<file path="src/rtl/fsmserial_tx.sv">
// Serial frame transmitter: idle-high line, start bit, DATA_W data bits LSB first,
// then STOP_BITS stop bits. Defining FSMSERIAL_TX_PARITY_EN adds an odd-parity bit before the stop bits.
module fsmserial_tx #(
  parameter int DATA_W    = 8,
  parameter int STOP_BITS = 1
) (
  input  logic              clk,
  input  logic              reset_n,
  input  logic [DATA_W-1:0] data,
  input  logic              valid,
  output logic              ready,
  output logic              out,
  output logic              busy,
  output logic              done
);

  localparam int BCW = $clog2(DATA_W) + 1;
  localparam int SCW = $clog2(STOP_BITS) + 1;

  localparam logic [BCW-1:0] BIT_LAST  = BCW'(DATA_W - 1);
  localparam logic [SCW-1:0] STOP_LAST = SCW'(STOP_BITS - 1);

  localparam logic [2:0] IDLE   = 3'd0;
  localparam logic [2:0] START  = 3'd1;
  localparam logic [2:0] DATA   = 3'd2;
`ifdef FSMSERIAL_TX_PARITY_EN
  localparam logic [2:0] PARITY = 3'd3;
`endif
  localparam logic [2:0] STOP   = 3'd4;

  logic [2:0]        state;
  logic [DATA_W-1:0] shift_reg;
  logic [BCW-1:0]    bit_cnt;
  logic [SCW-1:0]    stop_cnt;
  logic              out_r;
  logic              last_stop;
  logic              accept;
`ifdef FSMSERIAL_TX_PARITY_EN
  logic              par_r;
`endif

  assign last_stop = (state == STOP) && (stop_cnt == STOP_LAST);
  assign ready     = (state == IDLE) || last_stop;
  assign accept    = valid && ready;
  assign busy      = (state != IDLE);
  assign done      = last_stop;
  assign out       = out_r;

  // out_r is loaded with the value for the state being entered, so the line
  // lags the handshake by exactly one cycle.
  always_ff @(posedge clk or negedge reset_n) begin
    if (!reset_n) begin
      state     <= IDLE;
      shift_reg <= '0;
      bit_cnt   <= '0;
      stop_cnt  <= '0;
      out_r     <= 1'b1;
`ifdef FSMSERIAL_TX_PARITY_EN
      par_r     <= 1'b0;
`endif
    end else if (accept) begin
      // Accept is only possible in IDLE or the last stop cycle; both start a frame.
      state     <= START;
      shift_reg <= data;
      out_r     <= 1'b0;
`ifdef FSMSERIAL_TX_PARITY_EN
      par_r     <= ~^data;
`endif
    end else begin
      case (state)
        IDLE: begin
          out_r <= 1'b1;
        end
        START: begin
          state     <= DATA;
          out_r     <= shift_reg[0];
          shift_reg <= shift_reg >> 1;
          bit_cnt   <= '0;
        end
        DATA: begin
          if (bit_cnt == BIT_LAST) begin
`ifdef FSMSERIAL_TX_PARITY_EN
            state    <= PARITY;
            out_r    <= par_r;
`else
            state    <= STOP;
            out_r    <= 1'b1;
            stop_cnt <= '0;
`endif
          end else begin
            out_r     <= shift_reg[0];
            shift_reg <= shift_reg >> 1;
            bit_cnt   <= bit_cnt + 1'b1;
          end
        end
`ifdef FSMSERIAL_TX_PARITY_EN
        PARITY: begin
          state    <= STOP;
          out_r    <= 1'b1;
          stop_cnt <= '0;
        end
`endif
        STOP: begin
          out_r <= 1'b1;
          if (last_stop) state <= IDLE;
          else           stop_cnt <= stop_cnt + 1'b1;
        end
        default: begin
          state <= IDLE;
          out_r <= 1'b1;
        end
      endcase
    end
  end

endmodule

</file>
<file path="config.mk">
export PLATFORM = sky130hd
export DESIGN_NAME = fsmserial_tx
export DESIGN_NICKNAME = d
export VERILOG_FILES = /design/src/rtl/fsmserial_tx.sv
export SDC_FILE = /design/constraint.sdc
export NUM_CORES = 1
export LEC_CHECK = 0
export CORE_MARGIN = 2
export CORE_UTILIZATION = 35
export CTS_BUF_LIST = sky130_fd_sc_hd__clkbuf_2 sky130_fd_sc_hd__clkbuf_4 sky130_fd_sc_hd__clkbuf_8
export DETAILED_ROUTE_END_ITERATION = 8
export HOLD_SLACK_MARGIN = 0.02
export SLEW_MARGIN = 0
export SYNTH_ARGS = -nofsm -noshare
export SYNTH_HDL_FRONTEND = slang
export SYNTH_SLANG_ARGS = --single-unit
</file>
<file path="constraint.sdc">
create_clock -name clk -period 1.7 [get_ports clk]
set_input_delay 0.34 -clock clk [delete_from_list [all_inputs] [get_ports clk]]
set_output_delay 0.34 -clock clk [all_outputs]
set_load 0.01 [all_outputs]
</file>
==> run summary <==
The run finished with clean final reports. The async set-reset flop share out of synthesis is 100%. The achievable frequency came out at 612 MHz. The count of buffers inserted at the top-level ports came out at 14.

The number of nets produced by synthesis came out at 117. The endpoint identified for the worst register-to-register timing path is shift_reg[0]. Among all flip-flop cells after synthesis, the most frequent one is dfrtp_1.

The headroom to the max-slew limit came out at 78.5%. The slew at the pin with the worst max-slew slack is 0.322 ns. The initial antenna violation count came out at 0.

The number of cells on the worst reg-to-reg path is 6. The number of storage elements in the synthesis netlist is 17. The worst register-to-register path begins at state[1]. The type of the tightest min-delay check is in2async.

The total clock buffers created by CTS is 3. The overall track demand over capacity in global routing is 15.1%. The final-stage net count is 143. The reported leakage power is 0.573 nW. The vias per cell is 5.61. Ranked by total cell area, the synthesized netlist is headed by dfrtp_1, o311ai_2, nor4bb_1, nand3_1, a41oi_1. Walking the worst path, the cells encountered are buf_4 > a211oi_4 > buf_2. The final number of max-transition violations is 0. The count of maximum capacitance violations came out at 0. On the critical path the largest part of the delay comes from flip-flops. Of the synthesized area, sequential elements account for 39.0%. The required time of the critical path is 1.36 ns. For this design, the slowest cell found on the critical path is dfrtp_1. The worst setup path is launched from a register. The number of flip-flops under the largest register name came out at 8. The fill cell total of the finished layout is 288. The remaining antenna violation count came out at 0.

The number of buffer and inverter instances along the worst setup path came out at 2. The synthesized netlist cell count came out at 105. The detailed-route via count came out at 914. The mean routed wirelength per cell came out at 14.9 um. The worst path uses 96.1% of the clock period. The placeable core region came out at 3000 sq um. The average cell area after synthesis is 10.4 sq um. The final instance count without filler cells is 163. The global placer's final weighted congestion is 0.771. The cell area power density came out at 1530 nW/um^2. The overall die height came out at 59.9 um. The violation count after the first detailed-routing iteration is 33.

TritonCTS built the clock tree. The clock slew seen by the registers of the worst setup and hold paths is 0.10 ns. The floorplan die area is 3590 sq um. The remaining design rule violation count is 0.

The count of yosys warnings during synthesis is 0. The number of stages on the worst setup path is 3. The antenna diode instance count is 0. The worst setup path is captured at an output port. The netlist area before placement came out at 1090 sq um.

The capturing instance or port of the critical path is ready. The count of standard-cell rows came out at 20. The relative area change from synthesis to final layout is 27.1%.

The number of sinks on the clock net came out at 17. Setup repair after global routing left no endpoint under its margin. In this run the register-to-register setup slack is 0.14 ns. The clock network latency to the later pin of the worst-skew pair is 0.30 ns. The largest single stage delay on the critical path is 0.40 ns. The wire length of the first global-routing pass came out at 4040 um. The half-perimeter wire length after detailed placement came out at 1720 um. The die span in x is 59.9 um.

The utilization after layout is 46.3%. The post-route netlist has 30.0% of its cells at a drive strength greater than 1. The cell count after placement is 155. The maximum clock insertion buffer count came out at 2. The final routed wirelength across all metal layers is 2430 um.

The distinct cell type count of the synthesized netlist is 34. The via count of the first global-routing pass came to 889. The critical path starts at state[1]. The total overflow left after global routing is 0.

The maximum level of the CTS H-tree came out at 1. The post-route clock skew is 0.000380 ns. The signal arrival time at the worst endpoint is 1.29 ns. The number of setup violations in the final report came out at 0. Yosys mapped a number of flops with a built-in enable equal to 0.

In the final timing run, aggregate negative setup slack is 0 ns. CTS placed an instance of clkbuf_4 at the clock tree root. The critical path is of the reg2out type. The largest driver fanout on the critical path is 2. The initial core utilization is 36.4%.

The maximum vdd drop came out at 0.685 mV. The minimum period implied by the final worst setup slack came out at 1.63 ns. The first detailed-routing pass took 4 iterations.

The cell accounting for the most synthesized area is dfrtp_1. The total I/O pin count came out at 15. Entering global routing, the biggest net connects 19 pins. The proportion of netlist area held by the largest area contributor came out at 36.6%. The final hold violation count came to 0. The power consumption is 2.13 mW.
==> per-stage QoR <==
step                hold slack, ns  cell area [sq um]  worst slack [ns]
floorplan                   0.0444               1090             0.122
global placement             0.488               1310            0.0284
detailed placement           0.500               1310            0.0108
CTS                          0.346               1350            0.0223
global route                 0.375               1390           0.00704
finish                       0.356               1390            0.0664
==> synthesized netlist by cell type, types with 2 or more instances <==
cell	number
o311ai_2	7
nor2_1	3
clkbuf_1	3
a22oi_1	2
a21oi_1	6
a32oi_1	2
buf_6	3
nand3_1	9
nor2b_1	2
dfrtp_1	16
buf_2	3
a41oi_1	5
o2bb2ai_1	2
nor4bb_1	10
o21ai_0	3
nor3b_1	2
inv_1	10
==> where the power goes <==
part           total (mW)  internal [mW]  switching [mW]
logic                1.18          0.602           0.577
clock network       0.222         0.0877           0.134
registers           0.732          0.579           0.153
total                2.13           1.27           0.864
==> final cells by class <==
class | count | area, sq um | share of cell area [%]
flip-flops and latches | 17 | 428 | 30.8
inverters | 10 | 37.5 | 2.70
clock inverters | 1 | 5.00 | 0.360
clock buffers | 3 | 22.5 | 1.62
repair buffers | 32 | 278 | 20.0
multi-input cells | 67 | 578 | 41.6
well taps | 33 | 41.3 | 2.97
==> worst min path at each step <==
stage	endpoint	slack (ns)	cells past startpoint
finish	stop_cnt	0.36	2
global route	stop_cnt	0.38	2
CTS	stop_cnt	0.35	2
detailed placement	out	0.50	2
global placement	out	0.49	2
floorplan	bit_cnt[0]	0.04	0
==> logic make-up (layout without fill, tap and decap cells) <==
family | count (synthesis) | in the layout | synth area share, %
compound gates | 33 | 33 | 29.1
simple gates | 33 | 33 | 20.8
buf+inv | 21 | 46 | 9.95
flops | 17 | 17 | 39.0
fa+ha+maj | 1 | 1 | 1.14
==> per-layer routing <==
metal / part of all wire (%) / wire length, um / GRT usage, % / vias to the layer above
li1: - / - / - / 454
met1: 48 / 1170 / 20.5 / 435
met2: 46 / 1120 / 24.1 / 23
met3: 4.6 / 111 / 1.95 / 2
met4: 1.2 / 29 / 6.35 / 0
met5: 0 / 0 / 0 / -
==> placed cells by master, fill, tap and decap left out, types with 2 or more instances in the layout <==
master | synthesis | layout
o2bb2ai_1 | 2 | 2
a22oi_1 | 2 | 2
nor2_1 | 3 | 2
o311ai_2 | 7 | 7
buf_6 | 3 | 2
clkbuf_4 | 0 | 3
nand3_1 | 9 | 9
buf_2 | 3 | 2
dfrtp_1 | 16 | 15
buf_4 | 1 | 15
a41oi_1 | 5 | 5
dlygate4sd2_1 | 0 | 2
a32oi_1 | 2 | 2
a21oi_1 | 6 | 6
inv_1 | 10 | 10
o21ai_0 | 3 | 3
nor4bb_1 | 10 | 10
clkdlybuf4s50_1 | 0 | 10
==> what timing repair did <==
action | CTS | global route
hold buffers | 0 | 0
endpoints found under the setup margin | 4 | 3
gates resized for setup | 14 | 6
buffers inserted | 2 | 2
cloned | 0 | 0
pin swaps | 0 | 1
Note: power is estimated with default switching activity, not from simulation.
